[src/rtl/ram8_16.sv]
// ram8_16: eight 16-bit registers feeding a mux8way16 read path, with
// synchronous single-word writes and a sequenced 8-cycle bulk-clear sweep.

// mux8way16: combinational 8-to-1 selector of 16-bit words (a..h by sel).
module mux8way16 (
  input  logic [15:0] a,
  input  logic [15:0] b,
  input  logic [15:0] c,
  input  logic [15:0] d,
  input  logic [15:0] e,
  input  logic [15:0] f,
  input  logic [15:0] g,
  input  logic [15:0] h,
  input  logic [2:0]  sel,
  output logic [15:0] out
);

  // Fully decoded select; 3'b000 picks a, 3'b111 picks h.
  always_comb begin
    out = a;
    case (sel)
      3'd0: out = a;
      3'd1: out = b;
      3'd2: out = c;
      3'd3: out = d;
      3'd4: out = e;
      3'd5: out = f;
      3'd6: out = g;
      3'd7: out = h;
      default: out = a;
    endcase
  end

endmodule

// Control semantics: load and clr are level samples at the rising edge, with
// no handshake back to the source. A write (load) is taken only when the bank
// is idle and no clr is present; clr is taken only when idle and starts an
// 8-cycle sweep during which busy=1 and every load/clr is dropped.
module ram8_16 #(
  parameter int WIDTH = 16,
  parameter int DEPTH = 8
) (
  input  logic             clk,
  input  logic             rst,
  input  logic [WIDTH-1:0] d,
  input  logic             load,
  input  logic [2:0]       addr,
  input  logic             clr,
  output logic [WIDTH-1:0] y,
  output logic             busy
);

  typedef enum logic {
    IDLE  = 1'b0,
    SWEEP = 1'b1
  } state_t;

  state_t           state;
  logic [2:0]       ptr;
  logic [WIDTH-1:0] regs [DEPTH];

  // Storage, sweep pointer and control FSM; busy is registered with the state.
  always_ff @(posedge clk) begin
    if (rst) begin
      for (int i = 0; i < DEPTH; i++) begin
        regs[i] <= '0;
      end
      state <= IDLE;
      ptr   <= 3'd0;
      busy  <= 1'b0;
    end else begin
      case (state)
        IDLE: begin
          if (clr) begin
            // Clear wins over a simultaneous write; the write is dropped.
            state <= SWEEP;
            ptr   <= 3'd0;
            busy  <= 1'b1;
          end else if (load) begin
            regs[addr] <= d;
          end
        end
        SWEEP: begin
          regs[ptr] <= '0;
          ptr       <= ptr + 3'd1;
          if (ptr == 3'd7) begin
            // ptr wraps to 0 here; it is not used again until the next sweep.
            state <= IDLE;
            busy  <= 1'b0;
          end
        end
        default: begin
          state <= IDLE;
          busy  <= 1'b0;
        end
      endcase
    end
  end

  // Zero-latency read path; no write bypass, so a same-cycle read sees the old word.
  mux8way16 u_mux (
    .a   (regs[0]),
    .b   (regs[1]),
    .c   (regs[2]),
    .d   (regs[3]),
    .e   (regs[4]),
    .f   (regs[5]),
    .g   (regs[6]),
    .h   (regs[7]),
    .sel (addr),
    .out (y)
  );

endmodule

[config.mk]
export PLATFORM = sky130hd
export DESIGN_NAME = ram8_16
export DESIGN_NICKNAME = d
export VERILOG_FILES = /design/src/rtl/ram8_16.sv
export SDC_FILE = /design/constraint.sdc
export NUM_CORES = 1
export LEC_CHECK = 0
export CAP_MARGIN = 20
export CELL_PAD_IN_SITES_DETAIL_PLACEMENT = 0
export CELL_PAD_IN_SITES_GLOBAL_PLACEMENT = 1
export CORE_ASPECT_RATIO = 0.8
export CORE_MARGIN = 2
export CORE_UTILIZATION = 48
export CTS_CLUSTER_DIAMETER = 50
export DETAILED_ROUTE_END_ITERATION = 16
export HOLD_SLACK_MARGIN = 0.06
export PLACE_DENSITY = 0.77
export SLEW_MARGIN = 20
export SYNTH_ARGS = -nofsm -noshare
export SYNTH_HDL_FRONTEND = slang
export SYNTH_SLANG_ARGS = --single-unit
[constraint.sdc]
create_clock -name clk -period 2.6 [get_ports clk]
set_input_delay 0.52 -clock clk [delete_from_list [all_inputs] [get_ports clk]]
set_output_delay 0.52 -clock clk [all_outputs]
set_load 0.02 [all_outputs]
Word-level counts from Yosys, hierarchy flattened
Memory sizes are Yosys's and may differ from the RTL's.
Index checks and enable logic that the tools add are counted.
Widths: inputs -> output; s select.
Word-level totals
  register bits: 5
  RAM bits: 128
  output and inout port bits: 17
  memories kept: 1
Memories
  regs: words 8, width 16, rd ports 8, clocked after Yosys merged registers in 0, wr ports 8, RTL line 61  | logic [WIDTH-1:0] regs [DEPTH];
Operators by class
  add/sub/neg operators: 1
  equality and inequality tests: 10
  muxes and demuxes: 25
  bitwise logic cells: 1
  reduce and logical (&&, ||, !) cells: 4
Operator list (number)
  $pmux 16 s8: 1
  $mux 16: 2
  $reduce_or 16->1: 2
  $mux 1: 16
  $eq 3x3->1 const B: 5
  $mux 3: 3
  $eq 3x2->1 const B: 2
  $pmux 3 s2: 1
  $pmux 1 s2: 2
  $add 3x1->3 const B: 1
  $eq 3x1->1 const B: 1
  $logic_not 3->1: 1
  $ne 2x1->1 const B: 1
  $ne 2x2->1 const B: 1
  $reduce_and 2->1: 1
  $not 1->1: 1

Logic depth before layout (Yosys ltp)
Gate-level depths: netlist of run 1.
  word-level depth: 8
  depth in mapped cells: 6
  depth with buffers taken out: 5

Cells and area by module
Synthesis of run 1 repeated with hierarchy kept, for this count alone.
Second synthesis, totals
  cells, all modules: 506
  area, all modules: 6475.0 µm²
By module, submodules not included
  ram8_16: times used 1, cells an instance 329, area an instance 5360.1 µm², sequential area each 3943.8 µm²
  mux8way16: times used 1, cells an instance 177, area an instance 1114.8 µm², sequential area each 0.0 µm²

Worst setup path after synthesis of run 1
Ideal clock, no wire load.
  path kind: input -> output
  start: input addr[1]
  end: output y[11]
  data arrival time: 1.861 ns
  setup slack: 0.219 ns
  cell stages on the path: 6
  path buffers: 2
  cells stage by stage: clkbuf_1 -> nor2b_1 -> and2_1 -> clkbuf_1 -> a22oi_1 -> a31oi_1
Between the ends
  longest elaborated chain between the ends: 2
  elaborated cells on any way between the ends: 9
RTL lines
  from (decl): RTL line 48  | input logic [2:0] addr,
  $eq 3x3->1, or another cell as far along: RTL line 21  | case (sel)
  $pmux 16 s8 *: RTL line 21
  to (decl): RTL line 50  | output logic [WIDTH-1:0] y,
Mark *: on every way between the ends. The rest lies on a longest branch, timed or not.

Worst setup path in the final report of run 1
  start: input addr[0]
  end: output y[13]
Same word-level chain as after synthesis.

==> run metrics, run 1 <==
die area roughly 0.013 sq mm; Ports 40; Slew Limit Headroom a little over 70%; crit-path max FO 9; synthesis-to-finish area growth 27.0%; mean area per synthesized cell between 10 and 15 sq um; number of cell rows 36; Clk network pwr share a little under half; nets@finish 623; DR DRC count 0; number of global-route vias before repair just over 4000; post-DR vias/cell ~5.6; vias post-DR between 4000 and 5000; core area about 0.012 sq mm; Total GRT Usage about a quarter; Detailed Route WL approximately 16000 um; # port buffers 39; Top FF cell, synth edfxtp_1; required time worst endpoint 2.08 ns; RSZ-0062 raised after global routing false; final worst slack ~0.061 ns; critical path startpoint category input port; Clock Pin Slew Worst Setup and Hold Paths 0.06 ns; largest net degree at the start of global routing 25; ys async rst share 0%; CP most frequent cell buf_4; Yosys reg bits ~130; Hold Path Depth 2; min-delay src busy; synth top area cells edfxtp_1 (65%), nor2_1 (9.9%), mux2i_1 (2.9%); hold_buf cts 0; Pwr Total ~5.7 mW; Gate power share roughly a tenth; Initial Utilization between 40% and 50%; Post-Syn Instances a little over 500; Max Cap Violations 0; Hold Slack between 0.4 and 0.5 ns; CP arrival about 2 ns; Flop pwr share a little over two fifths; sw frac approximately 22%; fillcell total 960; Psw 1.26 mW; WL per Instance between 20 and 25 um; number of enable flip-flop cells after synthesis 128; layout cells sized above 1 roughly 18%; final critical-path required period 2.54 ns; Die Wd approximately 130 um; endpoints failing hold 0; global route total overflow 0; post-DP HPWL 10500 um; Crit Path Category input port to output pin; critical path's slowest cell or3_1; leak pwr between 2 and 3 nW; Worst Skew between 0.004 and 0.005 ns; ANT cells 0; Worst Hold Endpoint busy; die height about 100 um; initial drt markers between 500 and 600; Setup Buffers After CTS 0; P per Cell Area 757 mW/mm^2; outcome complete, no violations; Post-Syn Nets around 540; P_int 4.45 mW; crit-path cells clkdlybuf4s15_2, buf_4, or3_1, buf_4, nor2_1, a31oi_1, dlygate4sd2_1; Pins Over Slew Limit 0; R2R setup slack between 0.5 and 0.6 ns; GPL Wtd Cong ~0.84; Sink Count approximately 130; Hold Crit Class register to register; Yosys top cell area share between 60% and 70%; Final setup viols 0; crit end category output pin; critical path's top delay family buffers and inverters; most common cell in the synthesized netlist nor2_1; initial antenna violation count 0; DRT Pass-1 Iters 6; clock root buffer clkbuf_16; Post-Syn Area 0.00594 sq mm; first-pass GRT wire length between 20000 and 25000 um; worst slew pin tran about 0.43 ns; Highest Clock Rate 0.394 GHz; Synth top cells by count nor2_1 (156), edfxtp_1 (128), nand2_1 (38); Worst R2R Start state; maximum vdd drop ~0.47 mV; post-synthesis cell type count 35; crit share post-route 97.6%; Critical path buffers and inverters 4; reg2reg path depth 5; H-Tree Depth 4; worst reg2reg path endpoint regs[6][4]; CP peak stage delay roughly 0.40 ns; largest area contributor in the netlist edfxtp_1; CP Launch Point addr[0]; pre-CTS setup slack -0.589 ns; Seq/Total Area, Yosys between 60 and 70%; number of buffers created by CTS 17; Max Buffers Root-to-Sink 2; CTS tree built; Worst-Skew Late Latency 0.41 ns; Synth Warn # 0; DRT antenna net count 0
## timing repair
item                                   CTS  global route
gates resized for setup                 23            16
setup endpoints to repair               16             8
endpoints found under the hold margin    0             0
pin swaps                                1             0
## power by group through the flow
stage / Sequential, mW / Clock (mW) / Combinational (mW)
2_1_floorplan: 2.51 / 0 / 0.288
3_3_place_gp: 2.52 / 0 / 0.565
3_5_place_dp: 2.52 / 0 / 0.571
4_1_cts: 2.48 / 2.70 / 0.553
5_1_grt: 2.49 / 2.80 / 0.594
6_report: 2.48 / 2.69 / 0.553
## through the flow
step | utilization (%) | cells | TNS, ns | area, sq um
3_5_place_dp | 57.0 | 731 | -47.10 | 6910
3_3_place_gp | 57.0 | 731 | -44.71 | 6910
2_1_floorplan | - | 511 | 0 | 5940
6_report | 62.3 | 763 | 0 | 7550
4_1_cts | 62.4 | 763 | 0 | 7550
5_1_grt | 62.3 | 763 | 0 | 7550
## metal layers
layer	global-route usage [%]	wire length, um	up-vias
li1	-	-	1990
met3	6.61	1320	18
met4	8.01	216	0
met2	36.3	6950	202
met5	0	0	-
met1	38.3	7340	2048
## worst max path at each step
| stage | to | slack (ns) | depth (start not counted) |
|---|---|---|---|
| detailed placement | y[8] | -0.59 | 6 |
| global placement | y[8] | -0.61 | 6 |
| CTS | y[8] | 0.02 | 6 |
| floorplan | y[11] | 0.22 | 6 |
| finish | y[13] | 0.06 | 7 |
| global route | y[7] | 0.002 | 7 |
## worst register-to-register path: cells and delay by family, from the launching register on
family / cells / cell delay [ns]
simple gates: 3 / 0.86
flops: 1 / 0.43
compound gates: 1 / 0.26
buf+inv: 1 / 0.17
## cell usage in the layout, fill, tap and decap left out, drive strengths merged, types with 4 or more instances in the layout
cell type and instances:
dlygate4sd2 11, clkinv 7, bufinv 6, clkdlybuf4s50 20
a22oi 21, a21oi 18, dfxtp 5, clkbuf 20
nor2b 6, a221oi 4, nand2 42, inv 5
nor2 156, a31oi 10, nand2b 24, buf 62
mux2 4, edfxtp 128, nand3 11, a21o 11
mux2i 17
## kinds of logic (layout without fill, tap and decap cells)
group | Yosys count | count (layout) | synth area share [%]
simple gates | 248 | 248 | 18.0
compound gates | 71 | 71 | 8.27
flops | 133 | 133 | 66.3
buf+inv | 35 | 135 | 2.95
fa+ha+maj | 2 | 2 | 0.421
mux | 22 | 22 | 4.00
## flip-flops by register name, summed over array words and instances, names as in the netlist
signal and flops:
regs 128, ptr 3, busy 1, state 1
## layout make-up
class	count	area (sq um)	area share [%]
sequential	133	3940	52.2
multi-input combinational	343	1840	24.3
timing repair buffer	99	907	12.0
clock buffer	17	425	5.63
clock inverter	15	234	3.10
tap	152	190	2.52
inverter	4	15.0	0.199
No activity file was read; power rests on OpenSTA's default activity.
==> run 2: changes to the inputs <==
--- a/config.mk
+++ b/config.mk
@@ -9,7 +9,7 @@
 export CELL_PAD_IN_SITES_DETAIL_PLACEMENT = 0
 export CELL_PAD_IN_SITES_GLOBAL_PLACEMENT = 1
 export CORE_ASPECT_RATIO = 0.8
-export CORE_MARGIN = 2
+export CORE_MARGIN = 4
 export CORE_UTILIZATION = 48
 export CTS_CLUSTER_DIAMETER = 50
 export DETAILED_ROUTE_END_ITERATION = 16
==> run metrics, run 2 (synthesis gave the netlist of run 1 again) <==
leading registers by flop count regs (128), ptr (3) (unchanged); number of buffers created by CTS 17 (unchanged); hold_buf cts 0 (unchanged); Sequential Area 0.00394 sq mm (unchanged); Sink Count 133 (unchanged); critical path startpoint category input port (unchanged); outcome complete, no violations (unchanged); global route total overflow 0 (unchanged); leak pwr 2.94 nW (was 2.98 nW); Crit Path Category input port to output pin (unchanged); first-pass GRT wire length 24800 um (was 24500 um); Max Cap Violations 0 (unchanged); initial antenna violation count 0 (unchanged); number of global-route vias before repair 4395 (was 4131); P_int 4.15 mW (was 4.45 mW); worst slew pin tran 0.407 ns (was 0.434 ns); Highest Clock Rate 0.409 GHz (was 0.394 GHz); Die Wd 132 um (was 128 um); Clock Pin Slew Worst Setup and Hold Paths 0.05 ns (was 0.06 ns); DRT antenna net count 0 (unchanged); crit end category output pin (unchanged); number of flip-flops in the largest register 128 (unchanged); ANT cells 0 (unchanged); GPL Wtd Cong 0.876 (was 0.844); RSZ-0062 raised after global routing false (unchanged); reg2reg path depth 5 (unchanged); layout cells sized above 1 19.5% (was 18.2%); Psw 1.23 mW (was 1.26 mW); fin util 61.5% (was 62.3%); clock root buffer clkbuf_16 (unchanged); Clk network pwr share 43.5% (was 47.0%); area of the multi-input gates 0.00184 sq mm (about the same); die height 108 um (was 104 um); post-DR vias/cell 5.57 (was 5.58); post-DP HPWL 11000 um (was 10500 um); largest net degree at the start of global routing 17 (was 25); WL per Instance 20.7 um (about the same); synthesis-to-finish area growth 25.8% (was 27.0%); Setup Buffers After CTS 0 (unchanged); sw frac 22.8% (was 22.1%); Pins Over Slew Limit 0 (unchanged); final critical-path required period 2.44 ns (was 2.54 ns); Hold Crit Class register to register (unchanged); Detailed Route WL 15900 um (was 15800 um); P per Cell Area 719 mW/mm^2 (was 757 mW/mm^2); Initial Utilization 48.9% (was 49.1%); Worst Skew 0.00909 ns (was 0.00488 ns); CP arrival 1.92 ns (was 2.02 ns); maximum vdd drop 0.484 mV (was 0.473 mV); Slew Limit Headroom 72.1% (was 71.0%); DR DRC count 0 (unchanged); initial drt markers 501 (was 560); Reg with most FFs regs (unchanged); vias post-DR 4274 (was 4258); Flop pwr share 46.1% (was 43.3%); Hold Path Depth 2 (unchanged); fillcell total 1006 (was 960); core area 0.0122 sq mm (was 0.0121 sq mm); CTS tree built (unchanged); # port buffers 39 (unchanged); endpoints failing hold 0 (unchanged); nets@finish 627 (was 623); die area 0.0142 sq mm (was 0.0133 sq mm); Final setup viols 0 (unchanged); DRT Pass-1 Iters 6 (unchanged); Gate power share 10.3% (was 9.7%); Total GRT Usage 23.8% (was 25.5%); number of cell rows 36 (unchanged); Worst-Skew Late Latency 0.43 ns (was 0.41 ns); Ports 40 (unchanged); H-Tree Depth 4 (unchanged); crit-path max FO 13 (was 9); Max Buffers Root-to-Sink 2 (unchanged); Pwr Total 5.38 mW (was 5.72 mW); crit share post-route 94.0% (was 97.6%); most frequent cells in the layout nor2_1 (156), edfxtp_1 (128), buf_4 (58) (was nor2_1 (156), edfxtp_1 (128), buf_4 (51)); commonest non-fill, non-tap cell in the layout nor2_1 (unchanged); required time worst endpoint 2.08 ns (about the same)
## run 2: cell count changes in the layout (fill, tap and decap cells not counted), moves of 3 or more
| cell | before | now |
|---|---|---|
| clkinv_1 | 1 | 6 |
| clkdlybuf4s15_2 | 1 | 5 |
| dlygate4sd2_1 | 11 | 1 |
| clkinv_2 | 5 | 2 |
| buf_4 | 51 | 58 |
| bufinv_16 | 6 | 3 |
| clkbuf_2 | 3 | 10 |
## run 2: metrics by stage
step | TNS (ns) | cell area (sq um) | hold slack (ns) | setup slack (ns) | instances
after floorplan | 0 | 5940 | 0.462 | 0.219 | 511
after global placement | -25.98 | 6910 | 0.474 | -0.514 | 734
after detailed placement | -29.05 | 6910 | 0.490 | -0.551 | 734
after CTS | 0 | 7520 | 0.497 | 0.000360 | 767
after global routing | 0 | 7480 | 0.531 | 0.0489 | 767
final | 0 | 7480 | 0.496 | 0.157 | 767
## run 2: critical path: stages
cell	delay, ns
buf_2	0.18
buf_4	0.26
mux2i_1	0.36
nand2_1	0.10
nand3_1	0.12
a31oi_1	0.11
clkdlybuf4s15_2	0.26
## run 2: metal layers
| metal | wire (um) | track usage (%) | vias to the layer above |
|---|---|---|---|
| met3 | 1650 | 6.78 | 27 |
| met4 | 272 | 7.49 | 0 |
| met1 | 6830 | 33.1 | 2069 |
| met5 | 0 | 0 | - |
| met2 | 7150 | 36.6 | 175 |
| li1 | - | - | 2003 |
## run 2: power groups by stage
stage	clock network [mW]	registers (mW)	logic, mW
3_3_place_gp	0	2.52	0.556
4_1_cts	2.37	2.48	0.561
5_1_grt	2.47	2.49	0.597
3_5_place_dp	0	2.52	0.563
6_report	2.34	2.48	0.555
2_1_floorplan	0	2.51	0.288
## run 2: path summary, 6_finish.rpt
| check | start | to | slack [ns] |
|---|---|---|---|
| max | addr[2] | y[6] | 0.16 |
| min | ptr[0] | ptr[0] | 0.50 |
| max reg2reg | state | regs[6][14] | 0.57 |
| min reg2reg | ptr[0] | ptr[0] | 0.50 |
## run 2: timing repair
item,4_1_cts,5_1_grt
resized for setup,45,20
hold endpoints to repair,0,0
setup endpoints to repair,16,16
pin swaps,2,1
gates cloned,1,0
## run 2: area by class of cell
type / instances / share of cell area, %
Multi-Input combinational cell: 343 / 24.6
Timing Repair Buffer: 103 / 12.3
Inverter: 4 / 0.201
Tap cell: 152 / 2.54
Clock inverter: 13 / 1.86
Sequential cell: 133 / 52.7
Clock buffer: 19 / 5.79
==> run 3: changes to the inputs <==
--- a/config.mk
+++ b/config.mk
@@ -15,6 +15,7 @@
 export DETAILED_ROUTE_END_ITERATION = 16
 export HOLD_SLACK_MARGIN = 0.06
 export PLACE_DENSITY = 0.77
+export RECOVER_POWER = 100
 export SLEW_MARGIN = 20
 export SYNTH_ARGS = -nofsm -noshare
 export SYNTH_HDL_FRONTEND = slang
==> run metrics, run 3 (synthesis gave the netlist of run 1 again) <==
Detailed Route WL 15800 um (was 15900 um); Clock Pin Slew Worst Setup and Hold Paths 0.06 ns (was 0.05 ns); worst slew pin tran 0.623 ns (was 0.407 ns); Max Buffers Root-to-Sink 2 (unchanged); Setup Buffers After CTS 0 (unchanged); ANT cells 0 (unchanged); Worst Skew 0.00933 ns (was 0.00909 ns); pre-CTS setup slack -0.551 ns (unchanged); initial antenna violation count 0 (unchanged); Reg with most FFs regs (unchanged); GPL Wtd Cong 0.876 (unchanged); outcome complete, no violations (unchanged); CTS tree built (unchanged); post-DR vias/cell 5.58 (was 5.57); number of buffers created by CTS 17 (unchanged); crit-path max FO 8 (was 13); final worst slack 0.128 ns (was 0.157 ns); most frequent cells in the layout nor2_1 (156), edfxtp_1 (128), nand2_1 (42) (was nor2_1 (156), edfxtp_1 (128), buf_4 (58)); RSZ-0062 raised after global routing false (unchanged); number of cell rows 36 (unchanged); Critical path buffers and inverters 4 (was 3); Total GRT Usage 23.8% (unchanged); H-Tree Depth 4 (unchanged); crit-path cells clkbuf_2, clkbuf_1, clkbuf_2, a221oi_1, a21oi_1, nor2_1, dlygate4sd2_1 (was buf_2, buf_4, mux2i_1, nand2_1, nand3_1, a31oi_1, clkdlybuf4s15_2); Slew Limit Headroom 58.5% (was 72.1%); leak pwr 2.84 nW (was 2.94 nW); layout cells sized above 1 14.8% (was 19.5%); Final setup viols 0 (unchanged); Hold Crit Class register to register (unchanged); Pins Over Slew Limit 0 (unchanged); DRT antenna net count 0 (unchanged); Worst-Skew Late Latency 0.43 ns (about the same); final setup TNS 0 ns (unchanged); synthesis-to-finish area growth 22.8% (was 25.8%); DRT Pass-1 Iters 5 (was 6); post-DP HPWL 11000 um (unchanged); number of global-route vias before repair 4395 (unchanged); clock root buffer clkbuf_16 (unchanged); P per Cell Area 731 mW/mm^2 (was 719 mW/mm^2); Highest Clock Rate 0.404 GHz (was 0.409 GHz); Max Cap Violations 0 (unchanged); Sink Count 133 (unchanged); Die Wd 132 um (unchanged); WL per Instance 20.7 um (about the same); critical path's slowest cell dlygate4sd2_1 (was mux2i_1); required time worst endpoint 2.08 ns (about the same); number of flip-flops in the largest register 128 (unchanged); commonest non-fill, non-tap cell in the layout nor2_1 (unchanged); die height 108 um (unchanged); CP most frequent cell clkbuf_2; DR DRC count 0 (unchanged); leading registers by flop count regs (128), ptr (3) (unchanged); crit share post-route 95.1% (was 94.0%); critical path's top delay family buffers and inverters (unchanged); nets@finish 627 (unchanged); first-pass GRT wire length 24800 um (unchanged); global route total overflow 0 (unchanged); CP peak stage delay 0.35 ns (was 0.36 ns); fillcell total 1040 (was 1006); core area 0.0122 sq mm (unchanged); critical path startpoint category input port (unchanged); initial drt markers 525 (was 501); Initial Utilization 48.9% (unchanged); crit end category output pin (unchanged); largest net degree at the start of global routing 17 (unchanged); final critical-path required period 2.47 ns (was 2.44 ns); vias post-DR 4283 (was 4274); endpoints failing hold 0 (unchanged); Ports 40 (unchanged); die area 0.0142 sq mm (unchanged); CP arrival 1.95 ns (was 1.92 ns); maximum vdd drop 0.446 mV (was 0.484 mV); Hold Slack 0.495 ns (was 0.496 ns); # port buffers 39 (unchanged); Crit Path Category input port to output pin (unchanged)
## run 3: changes by cell type in the layout (fill, tap and decap cells not counted), sizes merged
cell / delta
clkbuf: +30
dlygate4sd3: +3
dlygate4sd2: +3
clkdlybuf4s50: -3
bufbuf: -1
buf: -29
clkdlybuf4s15: -3
## run 3: final timing paths
check / start / endpoint / slack [ns] / depth (start not counted)
min reg2reg: ptr[0] / ptr[0] / 0.49 / 2
min: ptr[0] / ptr[0] / 0.49 / 2
max reg2reg: state / regs[1][13] / 0.35 / 5
max: addr[0] / y[8] / 0.13 / 7
## run 3: routing by layer
| metal | vias to the layer above | global-route usage, % | wire [um] |
|---|---|---|---|
| met5 | - | 0 | 0 |
| met4 | 0 | 7.49 | 270 |
| met3 | 27 | 6.78 | 1480 |
| met2 | 175 | 36.6 | 7180 |
| met1 | 2080 | 33.1 | 6910 |
| li1 | 2001 | - | - |
## run 3: tightest hold or removal path: stages (launching register included)
cell and delay [ns]:
dfxtp_1 0.33, nand2_1 0.06, a21oi_1 0.05
## run 3: what timing repair did
action / in CTS / in global routing
gates resized for setup: 45 / 20
cloned: 1 / 0
endpoints found under the setup margin: 16 / 16
endpoints found under the hold margin: 0 / 0
hold buffers: 0 / 0
pin swaps: 2 / 1
## run 3: layout make-up
class / count / area (sq um) / share of cell area, %
well taps: 152 / 190 / 2.61
clock inverters: 13 / 139 / 1.90
clock buffers: 19 / 433 / 5.93
repair buffers: 103 / 751 / 10.3
multi-input cells: 343 / 1830 / 25.0
inverters: 4 / 15.0 / 0.206
flip-flops and latches: 133 / 3940 / 54.0
## run 3: through the flow
step	utilization, %	power [mW]	instance area [sq um]	cells
2_1_floorplan	-	2.80	5940	511
3_3_place_gp	56.8	3.07	6910	734
3_5_place_dp	56.8	3.09	6910	734
4_1_cts	61.8	5.41	7520	767
5_1_grt	60.0	5.51	7300	767
6_report	60.0	5.33	7300	767
## run 3: report_power, final
part	internal, mW	total (mW)	leakage (nW)	switching, mW
sequential	2.45	2.48	1.37	0.0337
combinational	0.187	0.515	1.20	0.328
clock	1.48	2.34	0.276	0.858
